[config.mk]
export PLATFORM = sky130hd
export DESIGN_NAME = sq_dist_gen_flat
export DESIGN_NICKNAME = d
export VERILOG_FILES = /design/src/rtl/sq_dist_gen_if.sv /design/src/rtl/sq_dist_gen.sv /design/src/flat_wrapper.sv
export SDC_FILE = /design/constraint.sdc
export NUM_CORES = 2
export LEC_CHECK = 0
export CORE_ASPECT_RATIO = 0.9
export CORE_UTILIZATION = 60
export DETAILED_ROUTE_END_ITERATION = 16
export PLACE_DENSITY = 0.81
export SLEW_MARGIN = 20
export SYNTH_ARGS = -nofsm -noshare
export SYNTH_HDL_FRONTEND = slang
export SYNTH_SLANG_ARGS = --single-unit
[constraint.sdc]
create_clock -name clk -period 10.7 [get_ports clk]
set_input_delay 2.14 -clock clk [delete_from_list [all_inputs] [get_ports clk]]
set_output_delay 2.14 -clock clk [all_outputs]
set_load 0.05 [all_outputs]
[src/rtl/sq_dist_gen_if.sv]
// Output stream of the squared-distance generator: one element result per
// valid/ready transfer, tagged with its element index and an end-of-sweep flag.
interface sq_dist_gen_if;
  logic [31:0] dout;
  logic        out_valid;
  logic        out_ready;
  logic [7:0]  elem_idx;
  logic        last;

  modport master (output dout, output out_valid, output elem_idx, output last, input out_ready);
  modport slave  (input dout, input out_valid, input elem_idx, input last, output out_ready);
endinterface

[src/rtl/sq_dist_gen.sv]
// Squared-distance generator: for one focal point, walks every array element
// and streams (x_f - xe)^2 + z_f^2, saturated to 32 bits, to the sqrt stage.
module sq_dist_gen #(
  parameter int N_ELEM  = 64,
  parameter int ELEM_X0 = -63,
  parameter int PITCH   = 2
) (
  input  logic               clk,
  input  logic               reset_n,
  input  logic               start,
  input  logic signed [15:0] x_f,
  input  logic signed [15:0] z_f,
  sq_dist_gen_if.master      ds,
  output logic               busy,
  output logic               done
);

  typedef enum logic [2:0] {IDLE, LATCH, DIFF, SQUARE, SUM, OUT, NEXT, DONE} state_t;

  localparam logic signed [16:0] X0_C    = 17'(ELEM_X0);
  localparam logic signed [16:0] PITCH_C = 17'(PITCH);
  localparam logic [7:0]         LAST_C  = 8'(N_ELEM - 1);

  state_t             state_r, state_s;
  logic signed [15:0] xf_r, zf_r;
  logic signed [16:0] xe_r, dx_r;
  logic [7:0]         idx_r;
  logic [31:0]        z2_r;
  logic [33:0]        dx2_r;
  logic [31:0]        dout_r;
  logic               valid_r, last_r, busy_r, done_r;

  logic signed [31:0] z2_s;
  logic signed [16:0] dx_s;
  logic signed [33:0] dx2_s;
  logic [34:0]        sum_s;

  assign z2_s  = zf_r * zf_r;
  assign dx_s  = {xf_r[15], xf_r} - xe_r;
  assign dx2_s = dx_r * dx_r;
  assign sum_s = {1'b0, dx2_r} + {3'b000, z2_r};

  // State register
  always_ff @(posedge clk or negedge reset_n) begin
    if (!reset_n) begin
      state_r <= IDLE;
    end else begin
      state_r <= state_s;
    end
  end

  // Next-state decode; one element takes DIFF..NEXT, five cycles with no backpressure
  always_comb begin
    state_s = state_r;
    case (state_r)
      IDLE: begin
        if (start) begin
          state_s = LATCH;
        end else begin
          state_s = IDLE;
        end
      end
      LATCH:  state_s = DIFF;
      DIFF:   state_s = SQUARE;
      SQUARE: state_s = SUM;
      SUM:    state_s = OUT;
      OUT: begin
        if (ds.out_ready && last_r) begin
          state_s = DONE;
        end else if (ds.out_ready) begin
          state_s = NEXT;
        end else begin
          state_s = OUT;
        end
      end
      NEXT:    state_s = DIFF;
      DONE:    state_s = IDLE;
      default: state_s = IDLE;
    endcase
  end

  // Datapath pipeline and registered outputs
  always_ff @(posedge clk or negedge reset_n) begin
    if (!reset_n) begin
      xf_r    <= 16'sd0;
      zf_r    <= 16'sd0;
      xe_r    <= 17'sd0;
      dx_r    <= 17'sd0;
      idx_r   <= 8'd0;
      z2_r    <= 32'd0;
      dx2_r   <= 34'd0;
      dout_r  <= 32'd0;
      valid_r <= 1'b0;
      last_r  <= 1'b0;
      busy_r  <= 1'b0;
      done_r  <= 1'b0;
    end else begin
      busy_r <= (state_s != IDLE);
      // done is registered off DONE, so the pulse lands the cycle after it
      done_r <= (state_r == DONE);
      case (state_r)
        IDLE: begin
          if (start) begin
            xf_r  <= x_f;
            zf_r  <= z_f;
            idx_r <= 8'd0;
            xe_r  <= X0_C;
          end
        end
        LATCH:  z2_r  <= $unsigned(z2_s);
        DIFF:   dx_r  <= dx_s;
        SQUARE: dx2_r <= $unsigned(dx2_s);
        SUM: begin
          dout_r  <= (|sum_s[34:32]) ? 32'hFFFF_FFFF : sum_s[31:0];
          valid_r <= 1'b1;
          last_r  <= (idx_r == LAST_C);
        end
        OUT: begin
          if (ds.out_ready) begin
            valid_r <= 1'b0;
            last_r  <= 1'b0;
          end
        end
        NEXT: begin
          idx_r <= idx_r + 8'd1;
          xe_r  <= xe_r + PITCH_C;
        end
        default: begin
        end
      endcase
    end
  end

  assign ds.dout      = dout_r;
  assign ds.out_valid = valid_r;
  assign ds.elem_idx  = idx_r;
  assign ds.last      = last_r;
  assign busy         = busy_r;
  assign done         = done_r;

endmodule

[src/flat_wrapper.sv]
// flat-port wrapper written by rule: the top's interface ports become plain ports
module sq_dist_gen_flat 
#(
  parameter int N_ELEM  = 64,
  parameter int ELEM_X0 = -63,
  parameter int PITCH   = 2
)
  (clk, reset_n, start, x_f, z_f, busy, done, ds_dout, ds_out_valid, ds_elem_idx, ds_last, ds_out_ready);
  sq_dist_gen_if ds_i ();
  input  logic clk;
  input  logic reset_n;
  input  logic start;
  input  logic signed [15:0] x_f;
  input  logic signed [15:0] z_f;
  output logic busy;
  output logic done;
  output wire logic [$bits(ds_i.dout)-1:0] ds_dout;
  output wire logic [$bits(ds_i.out_valid)-1:0] ds_out_valid;
  output wire logic [$bits(ds_i.elem_idx)-1:0] ds_elem_idx;
  output wire logic [$bits(ds_i.last)-1:0] ds_last;
  input wire logic [$bits(ds_i.out_ready)-1:0] ds_out_ready;
  assign ds_dout = ds_i.dout;
  assign ds_out_valid = ds_i.out_valid;
  assign ds_elem_idx = ds_i.elem_idx;
  assign ds_last = ds_i.last;
  assign ds_i.out_ready = ds_out_ready;
  sq_dist_gen #(.N_ELEM(N_ELEM), .ELEM_X0(ELEM_X0), .PITCH(PITCH)) u_core (.clk(clk), .reset_n(reset_n), .start(start), .x_f(x_f), .z_f(z_f), .ds(ds_i), .busy(busy), .done(done));
endmodule
Word-level counts from Yosys, hierarchy flattened
Index checks and enable logic that the tools add are counted.
Word-level totals
  output and inout bits: 44
  input bits: 36
  register bits: 179
  logic and storage cells: 51
Cells by class
  multiply operators: 2
  equality and inequality tests: 10
  muxes and demuxes: 12
  $add $sub $neg: 4
  reduce and logical (&&, ||, !) cells: 10
Operator list (number)
  $add A34 B32 Y35: 1
  $mul A17 B17 Y34: 1
  $pmux W17 S2: 1
  $mul A16 B16 Y32: 1
  $mux W32: 1
  $pmux W3 S7: 1
  $add A17 B3 Y17 const B: 1
  $mux W17: 1
  $sub A17 B17 Y17: 1
  $pmux W8 S2: 1
  $eq A3 B3 Y1 const B: 4
  $add A8 B1 Y8 const B: 1
  $eq A8 B6 Y1 const B: 1
  $mux W8: 1
  $eq A3 B2 Y1 const B: 2
  $reduce_and A2 Y1: 3
  $ne A2 B2 Y1 const B: 2
  $pmux W1 S2: 2
  $reduce_bool A2 Y1: 2
  $eq A3 B1 Y1 const B: 1
  $logic_not A3 Y1: 1
  $mux W3: 1
  $reduce_bool A3 Y1: 1
  $reduce_or A3 Y1: 1
  other kinds (4): 5

Longest topological paths before layout
  word-level depth: 4
  depth in mapped cells: 25
  mapped depth without buffers: 24

Worst setup path after synthesis
No wires, ideal clock.
  kind: register to register
  from: register u_core.zf_r[6]
  to: register u_core.z2_r[30]
  clock period less this slack: 6.209 ns
  data arrival time: 6.075 ns
  path buffers: 3
  library setup time: 0.134 ns
  stages on the path, launching flop included: 24
  required time: 10.566 ns
  path slack: 4.491 ns
  path through: dfrtp_1 > clkbuf_1 > clkbuf_1 > nand2_1 > fa_1 > fa_1 > fa_1 > inv_1 > fa_1 > fa_1 > inv_1 > fa_1 > inv_1 > ha_1 > clkbuf_1 > a21o_1 > a311o_1 > a21oi_1 > o311ai_1 > a41o_1 > a21o_1 > a21oi_1 > xor2_1 > o21ai_0
Between the ends
  longest elaborated chain between the ends: 1
RTL lines
  start: declaration: RTL line sq_dist_gen.sv:25  | logic signed [15:0] xf_r, zf_r;
  start signal: assignment: RTL line sq_dist_gen.sv:105  | zf_r <= z_f;
  $mul A16 B16 Y32: RTL line sq_dist_gen.sv:38  | assign z2_s = zf_r * zf_r;
  end signal: assignment: RTL line sq_dist_gen.sv:110  | LATCH: z2_r <= $unsigned(z2_s);
  end: declaration: RTL line sq_dist_gen.sv:28  | logic [31:0] z2_r;
No other way between the ends.
A chain may end at the register's enable or synchronous reset.

Worst setup path after layout
  from: register u_core.zf_r[15]
  to: register u_core.z2_r[30]
The elaborated chain is that of the path after synthesis.

==> results.toml <==
[worst_setup_path]
crit_chain = "clkinv_1, nor2_1, fa_1, fa_1, fa_1, fa_1, fa_1, inv_1, fa_1, inv_1, ha_1, a21oi_1, nor2_1, a2111oi_0, o311ai_1, a41o_1, a21o_1, a21oi_1, xor2_1, o21ai_0"
slowest_stage = "fa_1"
crit_arrival_ns = 8.05
r2r_slack_ns = 2.96
crit_fanout = 17
crit_required_ns = 11.01
cp_slowest_stage_delay_ns = 0.91
regToRegStartpoint = "u_core.zf_r[15]"
start_kind = "flip-flop"
r2r_cells = 20
crit_family = "adder cells"
worst_path_most_repeated_cell = "fa_1"
critPathBufInv = 3
crit_path_end_kind = "flip-flop"
r2r-end = "u_core.z2_r[30]"
critPathKind = "reg -> reg"

[finish]
final_nets = 3648
diodes = 0
area_delta_synth_final_pct = 6.92
drive_above_1_share_pct = 2.94

[synth]
synthTopCellsByArea = "fa_1 (37%), dfrtp_1 (16%), ha_1 (10%), inv_1 (9.0%), nand2_1 (4.8%)"
yosysTopAreaCellShare_pct = 37.2
syn_inst = 2868
yosysWarnings = 0
synth.largest_area_cell = "fa_1"
synth_edf_count = 0
synthArstFlopShare_pct = 100
ys_ff_latch = 177
yosysMostFrequentCell = "inv_1"
syn_area_per_cell_sq_um = 9.49
synth.yosys.seq_area_share_pct = 16.3
synth_ff_type = "dfrtp_1"
synth_nets = 3633
syn_area_sq_um = 27200
yosysUniqueCellTypes = 76
yosys-top-cells-count = "inv_1 (652), fa_1 (506), nand2_1 (346), ha_1 (223), dfrtp_1 (177)"

[global_route]
antenna_found_initial = 0
grt_pass1_wl_um = 101000
overflow = 0
grt_max_degree = 116
track_usage_pct = 27.6
grt_pass1_vias = 21073

[detailed_routing]
drc = 0
drt_iter0_drc = 1144
postRouteAntennaNets = 0
detail_route.wl_per_cell_um = 16.7
routed_wl_um = 58300
via_per_inst = 5.58
firstDrtPassIters = 5
vias = 19502

[sta]
finalSetupViolCount = 0
fmax_mhz = 129
drv_slew = 0
relSlewSlack_pct = 26.8
worst_pin_slew_ns = 1.10
hold_viol = 0
fin_crit_sh_pct = 72.3
finalCriticalPeriod_ns = 7.74
fin_skew_ns = 0.0125
fin_tns_setup_ns = 0
rsz0062_at_grt = "no"

[clock_network]
post_cts_resize_count = 0
clk_latency_ns = 0.47
htree_levels = 4
hold_buffers = 0
cts_tree = "done"
post_cts_buffers = 0
cts_max_path_buffers = 2
cts_buffers = 17
clk_pin_slew_ns = 0.08
root_buffer = "clkbuf_16"
clock_sinks = 177

[run]
drv_cap = 0

[min_path]
hp-class = "reg -> reg"
worstHoldStart = "u_core.xe_r[0]"
worstHoldPathCells = 1
holdPathEnd = "u_core.xe_r[0]"

[floorplanning]
fp.dieArea_sq_um = 46200
die_height_um = 204
core_sq_um = 44500
boundaryPins = 80
die_x_um = 226
initial_utilization_pct = 61.2
rows = 73

[place]
dp_hpwl_um = 47400
portBuffers = 79
place.gp.congestion = 0.950

[outcome]
status = "complete, no violations"
## layout make-up
type                    instances  area, sq um
multi-input cells            1945        20000
fillers                      3395        15400
flip-flops and latches        177         4430
inverters                     653         2450
repair buffers                 89          870
well taps                     600          751
clock buffers                  18          439
clock inverters                14          161
## per-stage QoR
stage | hold slack (ns) | util (%) | cells | cell area, sq um | setup WS (ns)
after CTS | 0.484 | 65.4 | 3496 | 29100 | 3.04
after floorplan | 0.441 | - | 2868 | 27200 | 4.49
after detailed placement | 0.466 | 64.0 | 3464 | 28500 | 3.20
after global routing | 0.488 | 65.4 | 3496 | 29100 | 2.42
final | 0.483 | 65.4 | 3496 | 29100 | 2.96
after global placement | 0.457 | 64.0 | 3464 | 28500 | 3.54
## cells by family after synthesis
kind of cell               count (synthesis)  synth area share (%)
AOI/OAI and AO/OA                        375                  9.32
xor gates and xnor gates                 120                  3.86
adders and majority gates                729                  47.5
buffers and inverters                    746                  10.3
DFF                                      177                  16.3
muxes                                     13                 0.501
and+or+nand+nor                          708                  12.2
## layer usage
metal / global-route usage [%] / routed length [um]
met3: 4.57 / 3700
met1: 36.7 / 23800
met4: 9.48 / 1880
met5: 0 / 0
met2: 46.1 / 28900
## layout by cell type (no fill, tap or decap), types with 4 or more instances in the layout
master	instances
and3_1	17
clkdlybuf4s50_1	78
nand2b_1	28
inv_8	4
nor2_1	84
o21bai_1	10
fa_1	506
xnor2_1	74
buf_4	10
ha_1	223
a21oi_1	66
nand3_1	30
nand2_1	346
or2_2	12
mux2_2	5
o31ai_1	10
o21a_1	13
mux2i_1	8
o22a_1	32
a31o_2	5
a211oi_1	19
nor2b_1	18
a31oi_1	8
a21o_1	37
o21ai_0	116
and2_1	113
dfrtp_1	177
nand4_1	8
xor2_1	46
o21ai_1	4
inv_1	652
nor3_1	24
clkbuf_16	17
o211ai_1	6
or3_1	8
## registers in the layout (all words and copies together), names as in the netlist
signal and flops:
u_core.dx_r 17, u_core.xf_r 16, u_core.ds.out_valid 1, u_core.busy 1, u_core.zf_r 16, u_core.done 1
u_core.state_r 3, u_core.ds.dout 32, u_core.xe_r 17, u_core.ds.elem_idx 8, u_core.z2_r 31, u_core.ds.last 1
u_core.dx2_r 33
## worst max path at each step
stage / slack [ns] / start / endpoint / cells past startpoint
detailed placement: 3.20 / u_core.zf_r[15] / u_core.z2_r[30] / 20
global route: 2.42 / u_core.zf_r[15] / u_core.z2_r[30] / 20
finish: 2.96 / u_core.zf_r[15] / u_core.z2_r[30] / 20
floorplan: 4.49 / u_core.zf_r[6] / u_core.z2_r[30] / 23
CTS: 3.04 / u_core.zf_r[15] / u_core.z2_r[30] / 20
global placement: 3.54 / u_core.zf_r[15] / u_core.z2_r[30] / 20
Power is left out: the tool's default activity adds up to more than one toggle a clock period on the data nets, which glitch-free logic cannot reach.
